<file path="src/rtl/scan_sequencer.sv">
// Scan select generator: steps sel through 0..last_q, dwelling DIV clocks per index, with all outputs registered.
// Optional blanking gap between indices is enabled with SCAN_BLANK_EN. There is no backpressure: the sequencer free-runs while en=1.
module scan_sequencer #(
    parameter int DIV       = 16,
    parameter int BLANK_CYC = 2
) (
    input  logic       clk,
    input  logic       reset,
    input  logic       en,
    input  logic [2:0] num_digits,
    output logic [2:0] sel,
    output logic       sel_valid,
    output logic       frame_start
);

    localparam int CMAX = (DIV > BLANK_CYC) ? DIV : BLANK_CYC;
    localparam int CW   = (CMAX > 1) ? $clog2(CMAX) : 1;
    localparam logic [CW-1:0] DIV_LAST   = CW'(DIV - 1);
`ifdef SCAN_BLANK_EN
    localparam logic [CW-1:0] BLANK_LAST = CW'(BLANK_CYC - 1);
`endif

    typedef enum logic [1:0] {
        IDLE  = 2'd0,
        SHOW  = 2'd1
`ifdef SCAN_BLANK_EN
        ,BLANK = 2'd2
`endif
    } state_t;

    state_t        state, state_n;
    logic [CW-1:0] cnt, cnt_n;
    logic [2:0]    last_q, last_n;
    logic [2:0]    sel_n;
    logic          valid_n;
    logic          fs_n;
    logic          wrap;
    logic [2:0]    adv_sel;

    // sel >= last_q also covers the 7->0 wrap, so one path handles frame end
    assign wrap    = (sel >= last_q);
    assign adv_sel = wrap ? 3'd0 : sel + 3'd1;

    always_comb begin
        state_n = state;
        cnt_n   = cnt;
        last_n  = last_q;
        sel_n   = sel;
        valid_n = sel_valid;
        fs_n    = 1'b0;
        case (state)
            IDLE: begin
                sel_n   = 3'd0;
                valid_n = 1'b0;
                cnt_n   = '0;
                if (en) begin
                    state_n = SHOW;
                    valid_n = 1'b1;
                    fs_n    = 1'b1;
                    last_n  = num_digits;
                end
            end
            SHOW: begin
                if (!en) begin
                    state_n = IDLE;
                    sel_n   = 3'd0;
                    valid_n = 1'b0;
                    cnt_n   = '0;
                end else if (cnt == DIV_LAST) begin
                    cnt_n = '0;
`ifdef SCAN_BLANK_EN
                    state_n = BLANK;
                    valid_n = 1'b0;
`else
                    sel_n = adv_sel;
                    fs_n  = wrap;
                    if (wrap) last_n = num_digits;
`endif
                end else begin
                    cnt_n = cnt + 1'b1;
                end
            end
`ifdef SCAN_BLANK_EN
            BLANK: begin
                if (!en) begin
                    state_n = IDLE;
                    sel_n   = 3'd0;
                    valid_n = 1'b0;
                    cnt_n   = '0;
                end else if (cnt == BLANK_LAST) begin
                    cnt_n   = '0;
                    state_n = SHOW;
                    valid_n = 1'b1;
                    sel_n   = adv_sel;
                    fs_n    = wrap;
                    if (wrap) last_n = num_digits;
                end else begin
                    cnt_n = cnt + 1'b1;
                end
            end
`endif
            default: begin
                state_n = IDLE;
                sel_n   = 3'd0;
                valid_n = 1'b0;
                cnt_n   = '0;
            end
        endcase
    end

    always_ff @(posedge clk) begin
        if (reset) begin
            state       <= IDLE;
            cnt         <= '0;
            last_q      <= 3'd0;
            sel         <= 3'd0;
            sel_valid   <= 1'b0;
            frame_start <= 1'b0;
        end else begin
            state       <= state_n;
            cnt         <= cnt_n;
            last_q      <= last_n;
            sel         <= sel_n;
            sel_valid   <= valid_n;
            frame_start <= fs_n;
        end
    end

endmodule

</file>
<file path="config.mk">
export PLATFORM = sky130hd
export DESIGN_NAME = scan_sequencer
export DESIGN_NICKNAME = d
export VERILOG_FILES = /design/src/rtl/scan_sequencer.sv
export SDC_FILE = /design/constraint.sdc
export NUM_CORES = 1
export LEC_CHECK = 0
export BUFFER_PORTS_ARGS = -buffer_cell sky130_fd_sc_hd__buf_2
export CAP_MARGIN = 10
export CELL_PAD_IN_SITES_DETAIL_PLACEMENT = 0
export CELL_PAD_IN_SITES_GLOBAL_PLACEMENT = 1
export CORE_MARGIN = 2
export CORE_UTILIZATION = 30
export DETAILED_ROUTE_END_ITERATION = 7
export PLACE_DENSITY_LB_ADDON = 0.15
export SKIP_CTS_REPAIR_TIMING = 1
export SLEW_MARGIN = 30
export SYNTH_ARGS = -nofsm -noshare
export SYNTH_HDL_FRONTEND = slang
export SYNTH_SLANG_ARGS = --single-unit
export TNS_END_PERCENT = 10
</file>
<file path="constraint.sdc">
create_clock -name clk -period 1.93 [get_ports clk]
set_clock_uncertainty 0.1 [all_clocks]
set_input_delay 0.386 -clock clk [delete_from_list [all_inputs] [get_ports clk]]
set_output_delay 0.386 -clock clk [all_outputs]
set_load 0.02 [all_outputs]
</file>
==> impl_metrics.tcl, run 1 <==
set metrics [dict create \
    layout-drive-gt1-share 0.202 \
    max_stage_delay_ns 0.39 \
    cts.sinks 13 \
    critPathMaxFanout 9 \
    start_util 0.325 \
    ys_top_cells_by_count "dfxtp_1 (13), ha_1 (9), nor2_1 (8), nand2_1 (6), inv_1 (5)" \
    syn2layout_area_growth_pct 15.5 \
    worstPathRequired_ns 2.05 \
    final_antenna_net_count 0 \
    via_count 612 \
    grt_max_degree 13 \
    syn_area_um2 733 \
    synthCells 80 \
    cpMaxStageDelayCell "dfxtp_1" \
    cts-root-buf "clkbuf_4" \
    wl_per_cell_um 12.1 \
    cp.arrival_ns 1.79 \
    drv_slew 0 \
    setup_tns_ns 0 \
    synth-seq-area-share 0.355 \
    cp_cell_sequence "inv_1 -> ha_1 -> nor2b_1 -> o21ai_2 -> or3_1 -> a21oi_1" \
    hold_viol 0 \
    rsz0062_at_grt "no" \
    end_kind "flip-flop" \
    io_buffers 10 \
    cap_violations 0 \
    routabilityCongestion 0.739 \
    die_x_um 53.4 \
    setup_viol 0 \
    core_area_mm2 0.00225 \
    insertedDiodeCount 0 \
    antenna_found_initial 0 \
    grt_pass1_vias 588 \
    dp_hpwl_mm 1.10 \
    fin_crit_sh 0.868 \
    max_freq_mhz 597 \
    status "finished clean" \
    via_per_inst 5.02 \
    cts_buffers 3 \
    finalWirelength_mm 1.48 \
    die_h_um 53.4 \
    cp-start-kind "flip-flop" \
    track_usage 0.130 \
    cts_tree "done" \
    dieArea_mm2 0.00286 \
    insertion_delay_ns 0.28 \
    met2_length_um 697 \
    clkSlewWorstSetupHoldPaths_ns 0.09 \
    syn_avg_cell_area_um2 9.17 \
    drt-initial-drc-count 12 \
    synthMostInstantiatedCell "dfxtp_1" \
    top_layer "met4" \
    hold_slack_ns 0.243 \
    layout_min_cycle_time_ns 1.68 \
    synth-seq-cells 13 \
    synth_edf_count 0 \
    htree_levels 1 \
    grt_pass1_wl_mm 2.57 \
    synthFlopType "dfxtp_1" \
    leakage_uw 0.000361 \
    power_density_mw_per_mm2 931 \
    drc 0 \
    synthTopCellsByArea "dfxtp_1 (35%), ha_1 (15%), nor2_1 (4.1%)" \
    cts_buffer_depth 2 \
    rrSetupSlack_ns 0.25 \
    relSlewSlack 0.711 \
    io_pins 11 \
    hold_class "input port to flip-flop" \
    row_count 17 \
    wl_met3_um 53 \
    grt_overflow 0 \
    ir_drop_v 0.000582 \
    yosys.area.top_type "dfxtp_1" \
    syn_nets 95 \
    worst_pin_slew_ns 0.429 \
    worstSetupPathType "flip-flop to flip-flop" \
    wl_met1_um 713 \
    synth_cell_type_count 31 \
    fin_nets 110 \
    first_pass_iters 4 \
    async_flop_share 0 \
    synth_top_area_share 0.355 \
    yosys_warnings 0 \
]
cells by family after synthesis:
kind of cell    after synthesis  synth area share
flops                        13             0.355
simple gates                 32             0.247
xor+xnor                      2            0.0239
buf+inv                       6            0.0324
mux                           2            0.0273
compound gates               16             0.160
fa+ha+maj                     9             0.154
per-stage QoR:
stage          power, uW  setup WS, ns  cell area, um^2   util  std cells
3_3_place_gp         623         0.213              821  0.364        118
2_1_floorplan        546         0.246              733      -         80
5_1_grt              864        0.0549              847  0.376        122
4_1_cts              803         0.213              847  0.376        122
6_report             789         0.255              847  0.376        122
3_5_place_dp         625         0.189              821  0.364        118
registers in the layout (all words and copies together), names as in the netlist:
register and count:
sel 3, cnt 4, sel_valid 1, frame_start 1, last_q 3, state 1
critical path, delay by kind of cell (launching register included):
kind                       cells  cell delay, ns
AOI/OAI and AO/OA              2            0.29
adders and majority gates      1            0.29
buffers and inverters          1            0.06
DFF                            1            0.39
and+or+nand+nor                2            0.48
layer usage:
metal	track usage	up-vias
met4	0.0513	0
met2	0.214	11
met5	0	-
met3	0.0508	2
li1	-	321
met1	0.149	278
final cells by class:
type | instances | area (um^2)
Multi-Input combinational cell | 61 | 449
Inverter | 5 | 18.8
Timing Repair Buffer | 11 | 57.6
Tap cell | 28 | 35.0
Fill cell | 254 | 1410
Sequential cell | 13 | 260
Clock buffer | 4 | 26.3
final timing paths:
path / cells after the start / startpoint / end
setup / recovery: 6 / sel[0] / sel[0]
hold / removal: 3 / num_digits[2] / last_q[2]
setup reg to reg: 6 / sel[0] / sel[0]
hold reg to reg: 1 / cnt[0] / cnt[0]
cell usage in the layout, fill, tap and decap left out, types with 2 or more instances in the layout:
cell	synthesis	final
a21oi_1	4	4
a22oi_1	2	2
buf_2	1	10
clkbuf_4	0	3
dfxtp_1	13	13
ha_1	9	9
inv_1	5	5
mux2i_1	2	2
nand2_1	6	6
nand3_1	2	2
nor2_1	8	8
nor2b_1	2	2
nor3_1	3	3
nor3b_1	2	2
o21ai_2	2	2
o221ai_1	2	2
xnor2_1	2	2
report_power, final:
group | switching (uW) | internal [uW] | leakage, uW
combinational | 150 | 122 | 0.000240
clock | 96.9 | 80.1 | 0.0000150
sequential | 34.5 | 305 | 0.000106
No activity file was read; power rests on OpenSTA's default activity.
==> inputs of run 2 (changes only) <==
--- a/config.mk
+++ b/config.mk
@@ -10,9 +10,10 @@
 export CELL_PAD_IN_SITES_DETAIL_PLACEMENT = 0
 export CELL_PAD_IN_SITES_GLOBAL_PLACEMENT = 1
 export CORE_MARGIN = 2
-export CORE_UTILIZATION = 30
+export CORE_UTILIZATION = 40
 export DETAILED_ROUTE_END_ITERATION = 7
 export PLACE_DENSITY_LB_ADDON = 0.15
+export RECOVER_POWER = 50
 export SKIP_CTS_REPAIR_TIMING = 1
 export SLEW_MARGIN = 30
 export SYNTH_ARGS = -nofsm -noshare
==> impl_metrics.tcl, run 2 (synthesis results as in run 1) <==
set metrics [dict create \
    largest_reg_flops 4 \
    start_util 0.425 \
    die_x_um 46.8 \
    antenna_found_initial 0 \
    wl_met3_um 47 \
    grt_pass1_wl_mm 2.37 \
    layout-drive-gt1-share 0.128 \
    worstSetupPathType "flip-flop to flip-flop" \
    cts_buffer_depth 2 \
    final_common_cell "dfxtp_1" \
    row_count 15 \
    rrSetupSlack_ns 0.23 \
    status "finished clean" \
    dieArea_mm2 0.00219 \
    fin_ws_ns 0.233 \
    cp-start-kind "flip-flop" \
    first_pass_iters 4 \
    insertedDiodeCount 0 \
    postPlaceCellArea_um2 817 \
    track_usage 0.157 \
    worst_pin_slew_ns 0.418 \
    dp_slack_ns 0.197 \
    min_to "last_q[2]" \
    via_count 615 \
    fin_nets 110 \
    power_density_mw_per_mm2 944 \
    grt_pass1_vias 548 \
    wl_per_cell_um 12.1 \
    setup_tns_ns 0 \
    syn2layout_area_growth_pct 13.5 \
    hp-start "num_digits[2]" \
    worstReg2RegEnd "sel[0]" \
    power_uw 786 \
    max_freq_mhz 589 \
    setup_viol 0 \
    grt_overflow 0 \
    core_area_mm2 0.00173 \
    cp_cell_sequence "inv_1 -> ha_1 -> nor2b_1 -> o21ai_2 -> or3_1 -> a21oi_1" \
    met2_length_um 599 \
    final_antenna_net_count 0 \
    worstPathRequired_ns 2.05 \
    cts_tree "done" \
    critPathMaxFanout 9 \
    top_register "cnt" \
    cp_num_buf_inv 1 \
    drc 0 \
    cts_buffers 3 \
    cp_top_family "simple AND/OR/NAND/NOR gates" \
    layout_common_cells "dfxtp_1 (13), ha_1 (9), nor2_1 (8)" \
    dp_cells 115 \
    r2r_start "sel[0]" \
    die_h_um 46.8 \
    stdcell_area_um2 832 \
    finalWirelength_mm 1.44 \
    hold_viol 0 \
    min_path_cells 3 \
    dp_hpwl_mm 1.02 \
    ir_drop_v 0.000394 \
    wl_met1_um 753 \
    drt-initial-drc-count 10 \
    cpMaxStageDelayCell "dfxtp_1" \
    insertion_delay_ns 0.29 \
    hold_class "input port to flip-flop" \
    rsz0062_at_grt "no" \
    cp.arrival_ns 1.82 \
    cts-root-buf "clkbuf_4" \
    nFillCells 183 \
    leakage_uw 0.000337 \
    io_pins 11 \
    r2r_cells 6 \
    htree_levels 1 \
    grt_max_degree 13 \
    reg_top3 "cnt: 4 flops, last_q: 3 flops, sel: 3 flops" \
    cts.sinks 13 \
    via_per_inst 5.17 \
    end_kind "flip-flop" \
    instances_no_fill 119 \
    top_layer "met4" \
    io_buffers 10 \
    cap_violations 0 \
    max_stage_delay_ns 0.40 \
    routabilityCongestion 0.685 \
    layout_min_cycle_time_ns 1.70 \
    clkSlewWorstSetupHoldPaths_ns 0.09 \
    relSlewSlack 0.721 \
    drv_slew 0 \
    fin_crit_sh 0.879 \
]
[run 2: changes by cell type in the layout (fill, tap and decap cells not counted)]
| cell | previous run | this run |
|---|---|---|
| and3_1 | 1 | 2 |
| and3_2 | 1 | 0 |
| buf_2 | 10 | 5 |
| buf_4 | 1 | 0 |
| clkbuf_1 | 1 | 7 |
[run 2: area by class of cell]
type / instances / area, um^2 / share of cell area
Clock buffer: 4 / 26.3 / 0.0316
Inverter: 5 / 18.8 / 0.0226
Multi-Input combinational cell: 61 / 448 / 0.538
Sequential cell: 13 / 260 / 0.313
Tap cell: 25 / 31.3 / 0.0376
Timing Repair Buffer: 11 / 47.5 / 0.0571
[run 2: tightest hold or removal path, delay by kind of cell]
kind / cells / cell delay (ns)
buffers and inverters: 1 / 0.09
and+or+nand+nor: 1 / 0.06
AOI/OAI and AO/OA: 1 / 0.06
[run 2: metrics by stage]
step | util | hold slack [ns]
floorplan | - | 0.355
global placement | 0.473 | 0.379
detailed placement | 0.473 | 0.391
CTS | 0.488 | 0.238
global route | 0.482 | 0.233
finish | 0.482 | 0.241
[run 2: where the power goes]
part / switching (uW) / leakage, uW / total, uW / internal, uW
sequential: 36.1 / 0.000106 / 341 / 305
combinational: 152 / 0.000216 / 264 / 112
clock: 99.4 / 0.0000150 / 180 / 80.5
[run 2: per-layer routing]
metal / up-vias / track usage
met5: - / 0
met4: 0 / 0.100
met3: 5 / 0.0231
met2: 11 / 0.241
met1: 276 / 0.205
li1: 323 / -
[run 2: worst max-delay path by stage]
stage               startpoint         to  cells after the start
floorplan               sel[0]     sel[0]                      6
global placement            en  last_q[0]                      7
detailed placement          en  last_q[0]                      7
CTS                     sel[0]     sel[0]                      6
global route          state[0]  last_q[0]                      6
finish                  sel[0]     sel[0]                      6
